[src/rtl/midi_ps2_pkg.sv]
// Shared types and constants for the MIDI-in to ps2_key bridge:
// status nibbles, FSM state encodings, the piano-key scancode table and the event record.
package midi_ps2_pkg;

  localparam logic [3:0] NOTE_OFF = 4'h8;
  localparam logic [3:0] NOTE_ON  = 4'h9;
  localparam int         NUM_KEYS = 24;

  typedef enum logic [1:0] {
    WAIT_STATUS,
    WAIT_NOTE,
    WAIT_VEL
  } parse_state_e;

  typedef enum logic [1:0] {
    RX_IDLE,
    RX_START,
    RX_DATA,
    RX_STOP
  } rx_state_e;

  typedef struct packed {
    logic       pressed;
    logic [7:0] scancode;
  } key_evt_t;

  // PS/2 set-2 codes for the two-row piano layout, lowest note first
  localparam logic [7:0] SCANCODE_TABLE [NUM_KEYS] = '{
    8'h1A, 8'h1B, 8'h22, 8'h23, 8'h21, 8'h2A, 8'h34, 8'h32,
    8'h33, 8'h31, 8'h3B, 8'h3A, 8'h15, 8'h1E, 8'h1D, 8'h26,
    8'h24, 8'h2D, 8'h2E, 8'h2C, 8'h36, 8'h35, 8'h3D, 8'h3C
  };

  function automatic logic [7:0] scancode_of(input logic [4:0] idx);
    scancode_of = 8'h00;
    if (idx < 5'(NUM_KEYS)) scancode_of = SCANCODE_TABLE[idx];
  endfunction

endpackage

[src/rtl/midi_uart_rx.sv]
// 8N1 serial receiver for MIDI: two-flop synchroniser, mid-bit sampling,
// one-cycle byte_valid on a good stop bit and one-cycle frame_err on a bad one.
module midi_uart_rx
  import midi_ps2_pkg::*;
#(
  parameter int CLK_DIV = 768
) (
  input  logic       clk,
  input  logic       reset_n,
  input  logic       rx,
  output logic       byte_valid,
  output logic [7:0] rx_byte,
  output logic       frame_err
);

  localparam int            CW      = $clog2(CLK_DIV);
  localparam logic [CW-1:0] FULL_M1 = CW'(CLK_DIV - 1);
  localparam logic [CW-1:0] HALF_M1 = CW'(CLK_DIV / 2 - 1);

  logic [1:0]    sync_q, sync_d;
  logic          prev_q, prev_d;
  rx_state_e     state_q, state_d;
  logic [CW-1:0] cnt_q, cnt_d;
  logic [2:0]    bit_q, bit_d;
  logic [7:0]    shift_q, shift_d;
  logic          valid_q, valid_d;
  logic          err_q, err_d;
  logic          rx_s;

  assign rx_s = sync_q[1];

  always_ff @(posedge clk or negedge reset_n) begin
    if (!reset_n) begin
      sync_q  <= 2'b11;
      prev_q  <= 1'b1;
      state_q <= RX_IDLE;
      cnt_q   <= '0;
      bit_q   <= '0;
      shift_q <= '0;
      valid_q <= 1'b0;
      err_q   <= 1'b0;
    end else begin
      sync_q  <= sync_d;
      prev_q  <= prev_d;
      state_q <= state_d;
      cnt_q   <= cnt_d;
      bit_q   <= bit_d;
      shift_q <= shift_d;
      valid_q <= valid_d;
      err_q   <= err_d;
    end
  end

  always_comb begin
    sync_d  = {sync_q[0], rx};
    prev_d  = rx_s;
    state_d = state_q;
    cnt_d   = cnt_q;
    bit_d   = bit_q;
    shift_d = shift_q;
    valid_d = 1'b0;
    err_d   = 1'b0;
    case (state_q)
      RX_IDLE: begin
        if (prev_q && !rx_s) begin
          state_d = RX_START;
          cnt_d   = HALF_M1;
        end
      end
      RX_START: begin
        // A start bit that is high again at mid-bit was only a glitch
        if (cnt_q == '0) begin
          if (rx_s) begin
            state_d = RX_IDLE;
          end else begin
            state_d = RX_DATA;
            cnt_d   = FULL_M1;
            bit_d   = '0;
          end
        end else begin
          cnt_d = cnt_q - 1'b1;
        end
      end
      RX_DATA: begin
        if (cnt_q == '0) begin
          shift_d = {rx_s, shift_q[7:1]};
          cnt_d   = FULL_M1;
          bit_d   = bit_q + 1'b1;
          if (bit_q == 3'd7) state_d = RX_STOP;
        end else begin
          cnt_d = cnt_q - 1'b1;
        end
      end
      RX_STOP: begin
        if (cnt_q == '0) begin
          state_d = RX_IDLE;
          valid_d = rx_s;
          err_d   = !rx_s;
        end else begin
          cnt_d = cnt_q - 1'b1;
        end
      end
      default: state_d = RX_IDLE;
    endcase
  end

  assign byte_valid = valid_q;
  assign rx_byte    = shift_q;
  assign frame_err  = err_q;

endmodule

[src/rtl/midi_to_ps2key.sv]
// MIDI Note On/Off to ps2_key bridge: UART receive, running-status parser,
// note-to-scancode mapping, event FIFO and a rate-limited toggle-strobe emitter.
module midi_to_ps2key
  import midi_ps2_pkg::*;
#(
  parameter int CLK_DIV    = 768,
  parameter int CHANNEL    = 0,
  parameter int BASE_NOTE  = 48,
  parameter int FIFO_DEPTH = 8,
  parameter int GAP        = 64
) (
  input  logic        clk,
  input  logic        reset_n,
  input  logic        midi_rx,
  output logic [10:0] ps2_key,
  output logic        overflow,
  output logic        rx_error,
  input  logic        clr_flags
);

  localparam int            AW     = $clog2(FIFO_DEPTH);
  localparam int            GW     = $clog2(GAP + 1);
  localparam logic [GW-1:0] GAP_M1 = GW'(GAP - 1);
  localparam logic [7:0]    BASE8  = 8'(BASE_NOTE);
  localparam bit            OMNI   = (CHANNEL >= 16);
  localparam logic [3:0]    CHAN4  = 4'(CHANNEL);
  localparam logic [AW:0]   DEPTH  = (AW + 1)'(FIFO_DEPTH);

  logic       byte_valid;
  logic [7:0] rx_byte;
  logic       frame_err;

  midi_uart_rx #(.CLK_DIV(CLK_DIV)) u_rx (
    .clk        (clk),
    .reset_n    (reset_n),
    .rx         (midi_rx),
    .byte_valid (byte_valid),
    .rx_byte    (rx_byte),
    .frame_err  (frame_err)
  );

  parse_state_e state_q, state_d;
  logic         rs_valid_q, rs_valid_d;
  logic         rs_on_q, rs_on_d;
  logic [6:0]   note_q, note_d;

  logic [AW-1:0] wr_ptr_q, wr_ptr_d, rd_ptr_q, rd_ptr_d;
  logic [AW:0]   count_q, count_d;
  logic [GW-1:0] gap_cnt_q, gap_cnt_d;
  logic [10:0]   ps2_key_q, ps2_key_d;
  logic          overflow_q, overflow_d;
  logic          rx_error_q, rx_error_d;
  key_evt_t      fifo_mem [FIFO_DEPTH];

  logic       is_realtime, chan_match, is_note_status;
  logic [7:0] note_ext, idx_full;
  logic       in_range, fifo_wr, pop, push, drop;
  key_evt_t   evt, head;

  assign is_realtime    = (rx_byte[7:3] == 5'b11111);
  assign chan_match     = OMNI || (rx_byte[3:0] == CHAN4);
  assign is_note_status = ((rx_byte[7:4] == NOTE_OFF) || (rx_byte[7:4] == NOTE_ON)) && chan_match;

  assign note_ext     = {1'b0, note_q};
  assign idx_full     = note_ext - BASE8;
  assign in_range     = (note_ext >= BASE8) && (idx_full < 8'(NUM_KEYS));
  assign evt.pressed  = rs_on_q && (rx_byte[6:0] != 7'd0);
  assign evt.scancode = scancode_of(idx_full[4:0]);

  // Velocity byte completes a message; out-of-table notes vanish silently
  assign fifo_wr = byte_valid && !rx_byte[7] && (state_q == WAIT_VEL) && in_range;

  always_comb begin
    state_d    = state_q;
    rs_valid_d = rs_valid_q;
    rs_on_d    = rs_on_q;
    note_d     = note_q;
    if (byte_valid && !is_realtime) begin
      if (rx_byte[7]) begin
        if (is_note_status) begin
          rs_valid_d = 1'b1;
          rs_on_d    = (rx_byte[7:4] == NOTE_ON);
          state_d    = WAIT_NOTE;
        end else begin
          rs_valid_d = 1'b0;
          state_d    = WAIT_STATUS;
        end
      end else begin
        case (state_q)
          WAIT_STATUS: begin
            if (rs_valid_q) begin
              note_d  = rx_byte[6:0];
              state_d = WAIT_VEL;
            end
          end
          WAIT_NOTE: begin
            note_d  = rx_byte[6:0];
            state_d = WAIT_VEL;
          end
          WAIT_VEL: state_d = WAIT_NOTE;
          default:  state_d = WAIT_STATUS;
        endcase
      end
    end
  end

  // A pop in the same cycle frees the slot that a write into a full queue needs
  assign head = fifo_mem[rd_ptr_q];
  assign pop  = (gap_cnt_q == '0) && (count_q != '0);
  assign push = fifo_wr && ((count_q != DEPTH) || pop);
  assign drop = fifo_wr && (count_q == DEPTH) && !pop;

  always_comb begin
    wr_ptr_d   = push ? wr_ptr_q + 1'b1 : wr_ptr_q;
    rd_ptr_d   = pop ? rd_ptr_q + 1'b1 : rd_ptr_q;
    count_d    = count_q;
    gap_cnt_d  = gap_cnt_q;
    ps2_key_d  = ps2_key_q;
    case ({push, pop})
      2'b10:   count_d = count_q + 1'b1;
      2'b01:   count_d = count_q - 1'b1;
      default: count_d = count_q;
    endcase
    if (pop) begin
      gap_cnt_d = GAP_M1;
      ps2_key_d = {~ps2_key_q[10], head.pressed, 1'b0, head.scancode};
    end else if (gap_cnt_q != '0) begin
      gap_cnt_d = gap_cnt_q - 1'b1;
    end
    overflow_d = drop ? 1'b1 : (clr_flags ? 1'b0 : overflow_q);
    rx_error_d = frame_err ? 1'b1 : (clr_flags ? 1'b0 : rx_error_q);
  end

  always_ff @(posedge clk) begin
    if (push) fifo_mem[wr_ptr_q] <= evt;
  end

  always_ff @(posedge clk or negedge reset_n) begin
    if (!reset_n) begin
      state_q    <= WAIT_STATUS;
      rs_valid_q <= 1'b0;
      rs_on_q    <= 1'b0;
      note_q     <= '0;
      wr_ptr_q   <= '0;
      rd_ptr_q   <= '0;
      count_q    <= '0;
      gap_cnt_q  <= '0;
      ps2_key_q  <= '0;
      overflow_q <= 1'b0;
      rx_error_q <= 1'b0;
    end else begin
      state_q    <= state_d;
      rs_valid_q <= rs_valid_d;
      rs_on_q    <= rs_on_d;
      note_q     <= note_d;
      wr_ptr_q   <= wr_ptr_d;
      rd_ptr_q   <= rd_ptr_d;
      count_q    <= count_d;
      gap_cnt_q  <= gap_cnt_d;
      ps2_key_q  <= ps2_key_d;
      overflow_q <= overflow_d;
      rx_error_q <= rx_error_d;
    end
  end

  assign ps2_key  = ps2_key_q;
  assign overflow = overflow_q;
  assign rx_error = rx_error_q;

endmodule

[config.mk]
export PLATFORM = sky130hd
export DESIGN_NAME = midi_to_ps2key
export DESIGN_NICKNAME = d
export VERILOG_FILES = /design/src/rtl/midi_ps2_pkg.sv /design/src/rtl/midi_uart_rx.sv /design/src/rtl/midi_to_ps2key.sv
export SDC_FILE = /design/constraint.sdc
export NUM_CORES = 1
export LEC_CHECK = 0
export BUFFER_PORTS_ARGS = -buffer_cell sky130_fd_sc_hd__buf_2
export CORE_UTILIZATION = 62
export DETAILED_ROUTE_END_ITERATION = 7
export GPL_TIMING_DRIVEN = 0
export PLACE_DENSITY_LB_ADDON = 0.05
export SYNTH_ARGS = -nofsm -noshare
export SYNTH_HDL_FRONTEND = slang
export SYNTH_HIERARCHICAL = 1
export SYNTH_SLANG_ARGS = --single-unit
[constraint.sdc]
create_clock -name clk -period 3.32 [get_ports clk]
set_input_delay 0.996 -clock clk [delete_from_list [all_inputs] [get_ports clk]]
set_output_delay 0.996 -clock clk [all_outputs]
set_load 0.005 [all_outputs]
== Word-level counts from Yosys, hierarchy flattened ==
Memories as Yosys holds them, arrays and structs flattened. A register that Yosys moved wholly into a read port is not among the register bits.
Cells that the tools add are included.

* ROM bits: 256
* Memories: 2
* Flip-flop bits (word level): 68
* RAM bits: 72
* Logic and storage cells: 139

* Add/sub/neg operators: 8
* Reduce and logical (&&, ||, !) cells: 41
* $lt $le $gt $ge: 4
* Equal/unequal tests: 23
* Mux-type cells: 39
* Bitwise logic cells: 3

{| class="wikitable"
|+ Memories
! name !! depth !! width !! read ports !! clocked after memory_dff !! wr ports !! line !! RTL
|-
| (no name shown) || 32 || 8 || 1 || 0 || 0 || midi_ps2_pkg.sv:36 || <nowiki>if (idx < 5'(NUM_KEYS)) scancode_of = SCANCODE_TABLE[idx];</nowiki>
|-
| fifo_mem || 8 || 9 || 1 || 1 || 1 || midi_to_ps2key.sv:53 || <nowiki>key_evt_t fifo_mem [FIFO_DEPTH];</nowiki>
|}

{| class="wikitable"
|+ Operators with widths
! cell !! number
|-
| 10-bit 2-to-1 mux || 5
|-
| 10-bit one-hot mux with 4 select lines || 1
|-
| 8-bit 2-to-1 mux || 3
|-
| 7-bit 2-to-1 mux || 3
|-
| 2-bit 2-to-1 mux || 8
|-
| 7-bit one-hot mux with 2 select lines || 1
|-
| 7-bit nonzero test || 2
|-
| 4-bit == test, second input constant || 3
|-
| 1-bit logical AND || 12
|-
| 2-bit nonzero test || 6
|-
| 1-bit 2-to-1 mux || 11
|-
| 10-bit zero test || 1
|-
| 2-bit by 1-bit != test with 1-bit output, second input constant || 5
|-
| 10-bit by 1-bit subtractor with 10-bit output, second input constant || 1
|-
| 3-bit by 1-bit adder with 3-bit output, second input constant || 3
|-
| 3-bit 2-to-1 mux || 3
|-
| 2-bit == test, second input constant || 4
|-
| 8-bit by 5-bit < comparator with 1-bit output, second input constant || 1
|-
| 2-bit one-hot mux with 4 select lines || 1
|-
| 4-bit one-hot mux with 2 select lines || 1
|-
| 4-bit AND reduction || 2
|-
| 7-bit by 6-bit subtractor with 8-bit output, second input constant || 1
|-
| 7-bit by 6-bit >= comparator with 1-bit output, second input constant || 1
|-
| 7-bit zero test || 1
|-
| 24 further kinds || 38
|}

== Depth between registers and ports, before layout ==
Gate-level depths: netlist of run 1.

* Depth after elaboration: 7
* Depth in mapped cells: 14
* Gate-level depth less buffers: 14

== By module ==
Netlist of run 1, hierarchy kept.

{| class="wikitable"
|+ By module, submodules not included
! module !! cells each !! area each (um2) !! instances
|-
| midi_to_ps2key || 325 || 4,349.2 || 1
|-
| midi_uart_rx || 158 || 1,617.8 || 1
|}

== Worst setup path before layout of run 1 ==
No wires, ideal clock.

* Path type: register to register
* Start: register note_q[4]
* End: memory fifo_mem[0][0] (netlist name) (enable)
* Stages on the path, launching flop included: 9
* Arrival: 2.506 ns
* Setup time: 0.380 ns
* Slack: 0.434 ns
* Data required time: 2.940 ns
* Buffers on the path: 2
* Period minus slack after synthesis: 2.886 ns
* Cell sequence: dfrtp_1 clkbuf_1 inv_1 ha_1 nor4bb_1 and4_2 buf_2 nand3b_2 nor3_1

* Longest elaborated chain between the ends: 7

{| class="wikitable"
|+ RTL lines
! element !! line !! RTL
|-
| from (decl) || midi_to_ps2key.sv:45 || <nowiki>logic [6:0] note_q, note_d;</nowiki>
|-
| from (signal assigned) || midi_to_ps2key.sv:155 || <nowiki>note_q <= note_d;</nowiki>
|-
| 7-bit by 6-bit subtractor with 8-bit output || midi_to_ps2key.sv:65 || <nowiki>assign idx_full = note_ext - BASE8;</nowiki>
|-
| 8-bit by 5-bit < comparator with 1-bit output || midi_to_ps2key.sv:66 || <nowiki>assign in_range = (note_ext >= BASE8) && (idx_full < 8'(NUM_KEYS));</nowiki>
|-
| 1-bit logical AND (*) || midi_to_ps2key.sv:66 ||
|-
| 1-bit logical AND (*) || midi_to_ps2key.sv:71 || <nowiki>assign fifo_wr = byte_valid && !rx_byte[7] && (state_q == WAIT_VEL) && in_range;</nowiki>
|-
| 1-bit logical AND (*) || midi_to_ps2key.sv:110 || <nowiki>assign push = fifo_wr && ((count_q != DEPTH) || pop);</nowiki>
|-
| 1-bit 2-to-1 mux (*) || midi_to_ps2key.sv:135 || <nowiki>if (push) fifo_mem[wr_ptr_q] <= evt;</nowiki>
|-
| 1-bit 2-to-1 mux (not written as such) (*) || midi_to_ps2key.sv:135 ||
|-
| to (decl) || midi_to_ps2key.sv:53 ||
|}

Every way passes the cells marked *; elsewhere a longest branch is shown, timed or not.

== Final worst setup path of run 1 ==
* Start: register note_q[4]
* End: register count_q[3]

* Longest elaborated chain between the ends: 7

{| class="wikitable"
|+ RTL lines
! element !! line !! RTL
|-
| 7-bit by 6-bit subtractor with 8-bit output || midi_to_ps2key.sv:65 ||
|-
| 8-bit by 5-bit < comparator with 1-bit output || midi_to_ps2key.sv:66 ||
|-
| 1-bit logical AND (*) || midi_to_ps2key.sv:66 ||
|-
| 1-bit logical AND (*) || midi_to_ps2key.sv:71 ||
|-
| 1-bit logical AND (*) || midi_to_ps2key.sv:110 ||
|-
| 2-bit by 1-bit == test with 1-bit output / 2-bit == test (equally long branches) || midi_to_ps2key.sv:119 || <nowiki>case ({push, pop})</nowiki>
|-
| 4-bit one-hot mux with 2 select lines / 2-bit nonzero test (equally long branches) || n/a ||
|-
| to (signal assigned) || midi_to_ps2key.sv:158 || <nowiki>count_q <= count_d;</nowiki>
|-
| to (decl) || midi_to_ps2key.sv:48 || <nowiki>logic [AW:0] count_q, count_d;</nowiki>
|}

Marks and branches as above.
A chain may end at the register's enable or synchronous reset.

==> key figures, run 1 <==
Status
  – Status: finished clean

STA
  – Period utilisation layout: 93.20%
  – F_max: 323.2 MHz
  – Fin crit period: 3.094 ns
  – Rel. slew slack: 28.86%
  – Setup violators final: 0
  – Hold slack: 0.3569 ns
  – Endpoints failing hold: 0
  – Clk_skew: 0.008290 ns
  – RSZ-0062 raised after global routing: no
  – Pins Over Slew Limit: 0
  – Worst slew pin tran: 1.067 ns

Pwr
  – Pwr Total: 4.273 mW
  – LEAKAGE: 2.734 nW
  – VDD IR max: 0.0005305 V
  – Power Density: 627.8 nW/um2

Final layout
  – N_diodes: 0
  – Filler cells: 648
  – Layout cell share with drive strength beyond 1: 18.87%
  – Synthesis-to-finish area growth: 14.05%
  – Fin cells: 659
  – Fin nets: 546
  – Layout Utilization: 73.30%

Place
  – Post-DP HPWL: 7.588 mm
  – PortBufs: 13
  – GP Congestion: 0.8564
  – Inst Count DP: 627

Floorplanning
  – Die area: 10020 um2
  – Die W: 100.1 um
  – IO Pins: 17
  – Chip height: 100.1 um
  – FP Rows: 35
  – Core area: 9284 um2
  – Starting Density: 64.27%

Route
  – Final WL: 11.29 mm
  – Iter 0 DRT Violations: 179
  – Per-cell routed wire length: 17.12 um
  – DR pass1 iterations: 4
  – Mean number of vias per cell: 5.898
  – DRC violations left: 0
  – Via count: 3887
  – DRT antenna net count: 0

Yosys
  – Post-synth top cells: dfrtp_1, edfxtp_1, nand2_1
  – Fraction of the yosys area taken by sequential cells: 55.92%
  – EDFF count, synth: 56
  – Post-synth top area cell: edfxtp_1
  – Netlist cell types: 71
  – Fraction of registers with async set/reset: 54.10%
  – Gate count of the mapped netlist: 483
  – Most numerous cell in the Yosys netlist: dfrtp_1
  – Most common flop cell mapped by yosys: dfrtp_1
  – Leading post-synthesis cells by cell area: edfxtp_1, dfrtp_1, mux4_2, ha_1, nand2_1
  – Syn Area/Cell: 12.35 um2
  – Number of synthesized register bits: 122
  – Post-synth top area share: 28.18%
  – Synthesized area: 5967 um2
  – Total number of yosys warnings: 15

Clocking
  – Clock transition at path regs: 0.06 ns
  – CTS tree: done
  – Clk buf depth: 2
  – H-tree depth: 4
  – CTS Buf Count: 17
  – Post-CTS Hold Buffers: 0
  – CTS Sinks: 122
  – Clk root buf: clkbuf_8
  – Worst skew pair latency: 0.51 ns

GRT
  – Total routing usage reported by global routing: 25.19%
  – Vias in the first global route: 3936
  – Largest net degree at the start of global routing: 67
  – Total grt overflow: 0
  – Antenna violations before repair: 0
  – First-pass GRT wire length: 18.94 mm

Worst setup path
  – CP Capture Type: register
  – Crit path kind: register to register
  – Startpoint type of the worst setup path: register
  – Critical Path RT: 3.71 ns
  – Worst EP arrival: 3.48 ns
  – Crit Path Max Fanout: 10

Min path
  – Min-delay worst type: register to register

Run
  – Max-cap violation count: 0
==> routing by layer <==
| layer | vias to the layer above | part of all wire, % | global-route usage [%] |
|---|---|---|---|
| met1 | 1917 | 45 | 32.00 |
| met3 | 12 | 3.8 | 7.382 |
| met5 | - | 0 | 0 |
| li1 | 1861 | - | - |
| met4 | 0 | 0.75 | 7.246 |
| met2 | 97 | 51 | 42.33 |
==> state kept, by name, indices dropped and copies added (netlist names), named ones only <==
register / cells
fifo_mem: 56
u_rx/cnt_q: 10
ps2_key: 8
u_rx/rx_byte: 8
gap_cnt_q: 7
note_q: 7
count_q: 4
rd_ptr_q: 3
u_rx/bit_q: 3
wr_ptr_q: 3
state_q: 2
u_rx/sync_q: 2
overflow: 1
rs_on_q: 1
rs_valid_q: 1
rx_error: 1
u_rx/byte_valid: 1
u_rx/frame_err: 1
u_rx/prev_q: 1
u_rx/state_q: 1
==> kinds of logic after synthesis <==
family	Yosys count	share of synthesized area [%]
buffers and inverters	47	3.501
DFF	122	55.92
AOI/OAI and AO/OA	99	11.28
other	1	0.06285
muxes	38	9.562
adders and majority gates	25	5.368
xor gates and xnor gates	8	1.174
and+or+nand+nor	143	13.13
==> critical path, stage by stage, from the launching register on <==
cell and delay [ns]:
dfrtp_1 0.36, clkbuf_2 0.21, inv_1 0.15, ha_1 0.32, nor4bb_1 0.31, nand4_1 0.32, nand2_1 0.24, inv_1 0.09
ha_1 0.32, a21oi_1 0.18, nand2_1 0.12, a31o_2 0.25, o2bb2ai_1 0.11
==> placed cells by master, fill, tap and decap left out, types with 4 or more instances in the layout <==
cell type and n:
mux2_2 8, mux4_2 14, o21ai_0 29, mux2i_1 15
ha_1 24, nand3_1 7, dfrtp_1 63, o31ai_1 6
a21oi_1 17, clkinv_2 6, and3_1 4, buf_2 17
edfxtp_1 56, nor3_1 10, or3_1 5, inv_1 23
nor2_1 31, clkbuf_16 17, nand2b_1 7, buf_4 4
o2bb2ai_1 4, nand2_1 45, xnor2_1 7, nand4_1 7
a21o_1 4, clkbuf_1 15, a31oi_1 5
==> final timing paths <==
kind                                 from              end  slack [ns]  cells past startpoint
setup / recovery                note_q[4]       count_q[3]        0.23                     12
hold / removal             u_rx/sync_q[0]   u_rx/sync_q[1]        0.36                      0
setup reg to reg                note_q[4]       count_q[3]        0.23                     12
hold reg to reg            u_rx/sync_q[0]   u_rx/sync_q[1]        0.36                      0
max in group asynchronous         reset_n  u_rx/rx_byte[5]        2.20                      1
min in group asynchronous         reset_n     gap_cnt_q[3]        0.57                      1
==> cell type report <==
type                            instances  area [um2]  share of cell area (%)
Clock inverter                          9       120.1                   1.765
Tap cell                              129       161.4                   2.372
Inverter                               24       90.09                   1.324
Clock buffer                           23       467.9                   6.876
Timing Repair Buffer                   13       67.56                  0.9928
Sequential cell                       122        3337                   49.03
Multi-Input combinational cell        316        2441                   35.87
Buffer                                 23       120.1                   1.765
==> what timing repair did <==
| action | in CTS | in global routing |
|---|---|---|
| setup endpoints to repair | 14 | 57 |
| hold endpoints to repair | 0 | 0 |
| pin swaps | 0 | 0 |
| setup buffers | 0 | 0 |
| gates resized for setup | 2 | 3 |
==> stage by stage <==
stage | instance area (um2) | TNS [ns] | setup slack [ns]
final | 6805 | 0 | 0.2258
after global routing | 6805 | 0 | 0.006192
after CTS | 6802 | 0 | 0.03675
after detailed placement | 6203 | -4.531 | -0.3521
after global placement | 6201 | -2.835 | -0.2078
after floorplan | 5974 | 0 | 0.4342
==> power breakdown <==
part | internal, mW | switching (mW) | total, mW | leakage, nW
registers | 1.64 | 0.0854 | 1.73 | 1.35
logic | 0.290 | 0.435 | 0.724 | 1.09
clock network | 1.20 | 0.621 | 1.82 | 0.294
total | 3.13 | 1.14 | 4.27 | 2.73
No activity file was read; power rests on OpenSTA's default activity.
==> inputs of run 2 (changes only) <==
--- a/config.mk
+++ b/config.mk
@@ -9,6 +9,7 @@
 export CORE_UTILIZATION = 62
 export DETAILED_ROUTE_END_ITERATION = 7
 export GPL_TIMING_DRIVEN = 0
+export MAX_ROUTING_LAYER = met4
 export PLACE_DENSITY_LB_ADDON = 0.05
 export SYNTH_ARGS = -nofsm -noshare
 export SYNTH_HDL_FRONTEND = slang
==> key figures, run 2 (synthesis results as in run 1) <==
Clocking
  – Clock transition at path regs: 0.06 ns
  – CTS tree: done
  – Clk buf depth: 2
  – Worst skew pair latency: 0.51 ns
  – H-tree depth: 4
  – CTS Sinks: 122
  – CTS Buf Count: 17
  – Clk root buf: clkbuf_8
  – Post-CTS Hold Buffers: 0

GRT
  – Antenna violations before repair: 0
  – Total grt overflow: 0
  – First-pass GRT wire length: 18.22 mm
  – Vias in the first global route: 3804
  – Total routing usage reported by global routing: 24.74%
  – Largest net degree at the start of global routing: 67

Run
  – Max-cap violation count: 0

Floorplanning
  – Chip height: 100.1 um
  – FP Rows: 35
  – IO Pins: 17
  – Starting Density: 64.27%
  – Die W: 100.1 um
  – Core area: 9284 um2
  – Die area: 10020 um2

STA
  – Worst setup margin: 0.2291 ns
  – Pins Over Slew Limit: 0
  – Fin crit period: 3.091 ns
  – Setup violators final: 0
  – Period utilisation layout: 93.10%
  – F_max: 323.5 MHz
  – Endpoints failing hold: 0
  – Clk_skew: 0.006557 ns
  – Worst slew pin tran: 1.007 ns
  – Rel. slew slack: 32.84%

Route
  – DRT antenna net count: 0
  – Mean number of vias per cell: 5.861
  – Final WL: 11.02 mm
  – Iter 0 DRT Violations: 222
  – Via count: 3868
  – Per-cell routed wire length: 16.69 um
  – DR pass1 iterations: 5
  – DRC violations left: 0

Final layout
  – Fin nets: 547
  – Layout Utilization: 73.96%
  – Max FFs per register: 56
  – Most frequent cells in the layout: dfrtp_1, edfxtp_1, nand2_1, nor2_1, o21ai_0
  – Top Registers: fifo_mem: 56 flops, u_rx/cnt_q: 10 flops
  – Commonest non-fill, non-tap cell in the layout: dfrtp_1
  – Layout cell share with drive strength beyond 1: 19.21%
  – N_diodes: 0
  – Synthesis-to-finish area growth: 15.08%
  – Top reg by flops: fifo_mem

Place
  – PortBufs: 13
  – Post-DP HPWL: 7.266 mm
  – GP Congestion: 0.8421
  – Setup slack at placement: -0.2761 ns

Worst setup path
  – CP bufs+invs: 3
  – Crit Path Max Fanout: 8
  – CP max stage delay: 0.43 ns
  – Critical-path cell list: inv_1 > ha_1 > or3b_4 > or4_4 > buf_6 > nor2_4 > nand2_1 > inv_1 > ha_1 > a21oi_1 > nand2_1 > a31o_2 > o2bb2ai_1
  – Delay-heaviest family, CP: simple AND/OR/NAND/NOR gates
  – Worst EP arrival: 3.48 ns
  – Crit-path slowest cell: or3b_4
  – Critical Path RT: 3.71 ns
  – CP Capture Type: register
  – Crit path kind: register to register
  – Startpoint type of the worst setup path: register

Pwr
  – VDD IR max: 0.0005911 V
  – LEAKAGE: 2.752 nW
  – Power Density: 645.9 nW/um2

Min path
  – Min-delay worst type: register to register

Status
  – Status: finished clean
run 2: cell types whose count changed in the layout (fill, tap and decap cells not counted), sizes merged:
| cell | delta |
|---|---|
| buf | +1 |
| clkinv | -1 |
| clkinvlp | +3 |
| bufinv | +3 |
| clkbuf | -5 |
run 2: per-stage QoR:
stage	hold WS (ns)	area (um2)	TNS, ns	instances	power [mW]
after floorplan	0.3452	5974	0	485	2.295
after global placement	0.3488	6201	-2.061	627	2.439
after detailed placement	0.3488	6203	-3.334	627	2.453
after CTS	0.3566	6858	0	659	4.462
after global routing	0.3628	6867	-0.002560	660	4.614
final	0.3555	6867	0	660	4.435
run 2: cell type report:
class                      instances  area, um2
fill                             622       2417
timing repair buffer              14      75.07
multi-input combinational        316       2439
clock buffer                      18      417.9
inverter                          24      90.09
sequential                       122       3337
clock inverter                    14      226.5
buffer                            23      120.1
tap                              129      161.4
run 2: timing repair:
| action | CTS | global route |
|---|---|---|
| pin swaps | 0 | 1 |
| resized for setup | 2 | 2 |
| buffers inserted | 0 | 1 |
| endpoints found under the setup margin | 14 | 57 |
run 2: final timing paths:
path	start	end	slack, ns	cells after the start
max in group asynchronous	reset_n	note_q[4]	2.19	1
min	u_rx/sync_q[0]	u_rx/sync_q[1]	0.36	0
max	gap_cnt_q[0]	count_q[3]	0.23	13
max reg2reg	gap_cnt_q[0]	count_q[3]	0.23	13
min reg2reg	u_rx/sync_q[0]	u_rx/sync_q[1]	0.36	0
min in group asynchronous	reset_n	gap_cnt_q[2]	0.58	1
run 2: per-layer routing:
layer / up-vias / part of all wire (%) / global-route usage [%]
met5: - / 0 / -
met4: 0 / 1.1 / 8.361
met3: 15 / 3.5 / 5.989
met2: 83 / 50 / 40.05
met1: 1912 / 45 / 30.85
li1: 1858 / - / -
run 2: where the power goes:
| group | leakage [nW] | total (mW) | internal, mW | switching, mW |
|---|---|---|---|---|
| clock | 0.308 | 1.98 | 1.36 | 0.623 |
| sequential | 1.35 | 1.73 | 1.64 | 0.0914 |
| combinational | 1.09 | 0.719 | 0.289 | 0.430 |
| total | 2.75 | 4.44 | 3.29 | 1.14 |
